**config.mk**
```make
export PLATFORM = sky130hd
export DESIGN_NAME = sync_down_counter_tff
export DESIGN_NICKNAME = d
export VERILOG_FILES = /design/src/rtl/sync_cnt_pkg.sv /design/src/rtl/t_ff_sync.sv /design/src/rtl/sync_down_counter_tff.sv
export SDC_FILE = /design/constraint.sdc
export NUM_CORES = 1
export LEC_CHECK = 0
export CORE_AREA = 2 2 39 41
export CTS_CLUSTER_SIZE = 28
export DETAILED_ROUTE_END_ITERATION = 16
export DIE_AREA = 0 0 41 43
export GPL_TIMING_DRIVEN = 0
export SYNTH_ARGS = -nofsm -noshare
export SYNTH_HDL_FRONTEND = slang
export SYNTH_SLANG_ARGS = --single-unit
```
**constraint.sdc**
```tcl
create_clock -name clk -period 4.4 [get_ports clk]
set_input_delay 0.88 -clock clk [delete_from_list [all_inputs] [get_ports clk]]
set_output_delay 0.88 -clock clk [all_outputs]
set_load 0.01 [all_outputs]
```
**src/rtl/sync_cnt_pkg.sv**
```systemverilog
// Shared defaults and helpers for the T-FF counter family.
package sync_cnt_pkg;

    localparam int DEFAULT_WIDTH   = 4;
    localparam int DEFAULT_MATCH_A = 3;
    localparam int DEFAULT_MATCH_B = 9;

    // Largest unsigned value representable in w bits (w up to 31).
    function automatic int all_ones(input int w);
        logic [32:0] v;
        v = (33'd1 << w) - 33'd1;
        return int'(v[31:0]);
    endfunction

endpackage

```
**src/rtl/t_ff_sync.sv**
```systemverilog
// One counter bit: T flip-flop with synchronous active-low reset to a
// per-bit reset value and a synchronous parallel load.
module t_ff_sync (
    input  logic clk,
    input  logic reset,
    input  logic rst_val_i,
    input  logic load_i,
    input  logic d_i,
    input  logic t_i,
    output logic q_o
);

    logic bit_q;
    logic bit_d;

    // Next state: reset dominates, then load, then toggle.
    always_comb begin
        bit_d = bit_q;
        if (!reset) begin
            bit_d = rst_val_i;
        end else if (load_i) begin
            bit_d = d_i;
        end else if (t_i) begin
            bit_d = ~bit_q;
        end else begin
            bit_d = bit_q;
        end
    end

    // State register.
    always_ff @(posedge clk) begin
        bit_q <= bit_d;
    end

    assign q_o = bit_q;

endmodule

```
**src/rtl/sync_down_counter_tff.sv**
```systemverilog
// Down counter built from T-FF cells with wrap/saturate, decode and terminal count.
// Optional macro SYNC_DOWN_CNT_YREG_EN registers the decode output y.
module sync_down_counter_tff
    import sync_cnt_pkg::*;
#(
    parameter int WIDTH     = DEFAULT_WIDTH,
    parameter int MATCH_A   = DEFAULT_MATCH_A,
    parameter int MATCH_B   = DEFAULT_MATCH_B,
    parameter int RESET_VAL = all_ones(WIDTH)
) (
    input  logic             clk,
    input  logic             reset,
    input  logic             en,
    input  logic             load,
    input  logic [WIDTH-1:0] d,
    input  logic             stop_at_zero,
    output logic [WIDTH-1:0] q,
    output logic             y,
    output logic             tc,
    output logic             zero
);

    localparam logic [WIDTH-1:0] RST_Q   = RESET_VAL[WIDTH-1:0];
    localparam logic [WIDTH-1:0] MATCH_A_Q = MATCH_A[WIDTH-1:0];
    localparam logic [WIDTH-1:0] MATCH_B_Q = MATCH_B[WIDTH-1:0];

    logic [WIDTH-1:0] cnt_q;
    logic [WIDTH-1:0] t_s;
    logic             zero_s;
    logic             cnt_en_s;
    logic             match_s;

    assign zero_s   = (cnt_q == {WIDTH{1'b0}});
    // Saturation freezes every toggle at zero; otherwise all cells flip to all ones.
    assign cnt_en_s = en & ~load & ~(stop_at_zero & zero_s);

    for (genvar i = 0; i < WIDTH; i++) begin : g_bit
        if (i == 0) begin : g_lsb
            assign t_s[i] = cnt_en_s;
        end else begin : g_upper
            assign t_s[i] = cnt_en_s & (cnt_q[i-1:0] == {i{1'b0}});
        end

        t_ff_sync u_cell (
            .clk       (clk),
            .reset     (reset),
            .rst_val_i (RST_Q[i]),
            .load_i    (load),
            .d_i       (d[i]),
            .t_i       (t_s[i]),
            .q_o       (cnt_q[i])
        );
    end

    assign match_s = (cnt_q == MATCH_A_Q) | (cnt_q == MATCH_B_Q);

    assign q    = cnt_q;
    assign zero = zero_s;
    assign tc   = en & ~load & reset & zero_s;

`ifdef SYNC_DOWN_CNT_YREG_EN
    logic y_q;
    logic y_d;

    // Registered decode, cleared on load so a stale match never survives a jump.
    always_comb begin
        y_d = 1'b0;
        if (load) begin
            y_d = 1'b0;
        end else begin
            y_d = match_s;
        end
    end

    // Decode register with synchronous active-low reset.
    always_ff @(posedge clk) begin
        if (!reset) begin
            y_q <= 1'b0;
        end else begin
            y_q <= y_d;
        end
    end

    assign y = y_q;
`else
    assign y = match_s;
`endif

endmodule

```
==> results of run 1 <==
-- tightest hold or removal path, stage by stage, from the launching register on --
cell,delay [ns]
dfxtp_1,0.36
nand3b_1,0.11
nand4_1,0.07
-- cell usage after synthesis --
library cell and instances:
a2111o_1 1, nand4_1 2, and4_1 1, buf_4 4
nor2b_1 2, o211ai_1 1, inv_1 2, nor3_1 2
nand2b_1 1, or4_1 1, buf_6 1, nor2_1 2
or3b_1 1, buf_2 1, nand3b_1 2, mux2i_1 1
nand2_1 5, xnor2_1 1, a31o_2 1, nor4b_1 1
nor4_1 1, dfxtp_1 4, o311ai_0 1
-- area by class of cell --
type | instances | area share
Inverter | 2 | 0.0149
Multi-Input combinational cell | 27 | 0.352
Buffer | 6 | 0.0918
Tap cell | 16 | 0.0397
Sequential cell | 4 | 0.159
Clock buffer | 3 | 0.0447
Timing Repair Buffer | 15 | 0.298
-- stage by stage --
stage	hold slack [ns]	util	worst slack, ns	area (um2)	total power (uW)
5_1_grt	0.668	0.364	1.10	504	135
4_1_cts	0.619	0.364	1.17	504	128
3_3_place_gp	0.600	0.348	1.18	482	78.1
2_1_floorplan	0.559	-	2.31	312	60.9
6_report	0.606	0.364	1.18	504	126
3_5_place_dp	0.615	0.348	1.19	482	78.4
-- how the worst min path moves through the flow --
stage                     cells after the start                start                   to
after global routing                          2  g_bit[2].u_cell.q_o  g_bit[2].u_cell.q_o
after floorplan                               2  g_bit[2].u_cell.q_o  g_bit[2].u_cell.q_o
after global placement                        2  g_bit[2].u_cell.q_o  g_bit[2].u_cell.q_o
after CTS                                     2  g_bit[2].u_cell.q_o  g_bit[2].u_cell.q_o
after detailed placement                      2  g_bit[2].u_cell.q_o  g_bit[2].u_cell.q_o
final                                         2  g_bit[2].u_cell.q_o  g_bit[2].u_cell.q_o
-- power by group --
| part | switching [uW] | internal (uW) |
|---|---|---|
| Sequential | 4.25 | 39.3 |
| Combinational | 12.1 | 21.9 |
| Clock | 17.4 | 30.7 |
-- logic make-up after synthesis --
family / synth area share
multiplexers: 0.0321
buffers and inverters: 0.173
AND/OR/NAND/NOR: 0.394
XOR/XNOR: 0.0281
flip-flops: 0.257
AO/OA/AOI/OAI: 0.116
-- layer usage --
metal	GRT usage	wire, um	part of all wire	up-vias
li1	-	-	-	175
met1	0.153	348	0.47	146
met2	0.119	305	0.41	13
met3	0.0366	72	0.097	2
met4	0.100	19	0.026	0
met5	0	0	0	-
==> impl_metrics.tcl, run 1 <==
set metrics [dict create \
    status "finished, final reports clean" \
    crit_chain "clkdlybuf4s50_1 -> nor2b_1 -> and4_1 -> clkdlybuf4s50_1" \
    clockBufferDepth 2 \
    instances_no_fill 73 \
    ys_seq_elements 4 \
    grt_setup_unrepaired "false" \
    routedWlPerCell_um 10.2 \
    dieArea_um2 1760 \
    ys_seq_area_frac 0.257 \
    crit_start "reset" \
    place.detailed.hpwl_um 550 \
    r2r-start "g_bit[1].u_cell.q_o" \
    reg2reg_slack_ns 2.95 \
    reg2reg_depth 4 \
    synth_nets 48 \
    drt_wl_total_um 745 \
    overflow 0 \
    crit_path_max_fanout 5 \
    grt_start_max_net_pins 11 \
    gp_congestion 0.739 \
    fmax_mhz 311 \
    placed_cells 70 \
    n_antenna_cell 0 \
    cts_tree "built" \
    drive_above_1_share 0.175 \
    path_depth 4 \
    cts.htree.levels 1 \
    worstPathRequired_ns 3.52 \
    multiInputGateArea_um2 178 \
    postCtsSetupBuffers 0 \
    clock_sink_count 4 \
    clock_latency_ns 0.24 \
    ys_types 23 \
    final_common_cell "clkdlybuf4s50_1" \
    largest_register_ffs 4 \
    die_w_um 41 \
    cts-resized-gates 0 \
    vias_per_cell 4.60 \
    slew_headroom 0.781 \
    syn_area_um2 312 \
    cp-endpoint "tc" \
    irDropWorstVdd_mv 0.134 \
    min_path_type "reg2reg" \
    synth_area_leaders "dfxtp_1 26%, buf_4 9.6%, nand2_1 6.0%" \
    ctsRootBufferMaster "clkbuf_4" \
    synth_top_area_frac 0.257 \
    arrival_ns 2.34 \
    min_period_over_period 0.731 \
    cpLargestDelayFamily "buffers and inverters" \
    fin_nets 68 \
    grt.total_usage 0.108 \
    crit_type "in2out" \
    cp_slowest_cell "clkdlybuf4s50_1" \
    initial_core_util 0.225 \
    slew_violations 0 \
    die_height_um 43 \
    rows 14 \
    drtIter0Drc 6 \
    cts_buffers 3 \
    r2r_end "g_bit[2].u_cell.q_o" \
    grt_pass1_wl_um 1260 \
    ant_nets 0 \
    final.setup_skew_ns 0.00633 \
    synthCells 39 \
    cp-end-kind "primary output" \
    ff_latch_area_um2 80.1 \
    startpoint_type "input port" \
    n_fill_cell 143 \
    synth_warnings 0 \
    syn_to_final_growth_pct 61.8 \
    portBuffers 15 \
    cpPeakStageDelay_ns 0.57 \
    grt_antenna_before_repair 0 \
    clkSlewWorstSetupHoldPaths_ns 0.04 \
    worst_path_most_repeated_cell "clkdlybuf4s50_1" \
    tns_ns 0 \
    power.leakage_uw 0.000194 \
    core_um2 1380 \
    grt_pass1_vias 286 \
    critPathBufInv 2 \
    setup_viol 0 \
    tightest_slew_ns 0.324 \
    final_cell_mix "15 x clkdlybuf4s50_1, 5 x nand2_1, 4 x buf_4, 4 x dfxtp_1, 3 x clkbuf_4" \
    num_io_pins 16 \
    avgSynthCellArea_um2 7.99 \
    maxCapViolations 0 \
    vias 336 \
    drc 0 \
    powerDensity_nw_per_um2 249 \
    postCtsHoldBufs 0 \
    yosysTopAreaCell "dfxtp_1" \
    detail_route.first_pass.iterations 2 \
    hold_viol 0 \
    fin_crit_ns 3.22 \
]
(Power assumes the default switching activity.)
==> run 2, diff against run 1 <==
==> constraint.sdc (replaced) <==
create_clock -name clk -period 3.2 [get_ports clk]
set_input_delay 0.64 -clock clk [delete_from_list [all_inputs] [get_ports clk]]
set_output_delay 0.64 -clock clk [all_outputs]
set_load 0.01 [all_outputs]
==> results of run 2 <==
The final DEF is identical to that of run 1. Status: finished, final reports clean.
Among the figures that moved: setup slack after placement 1.19 ns -> 0.469 ns; setup slack after layout 1.18 ns -> 0.462 ns; register-to-register setup slack 2.95 ns -> 1.75 ns; total power 126 uW -> 173 uW; worst IR drop on VDD 0.134 mV -> 0.184 mV
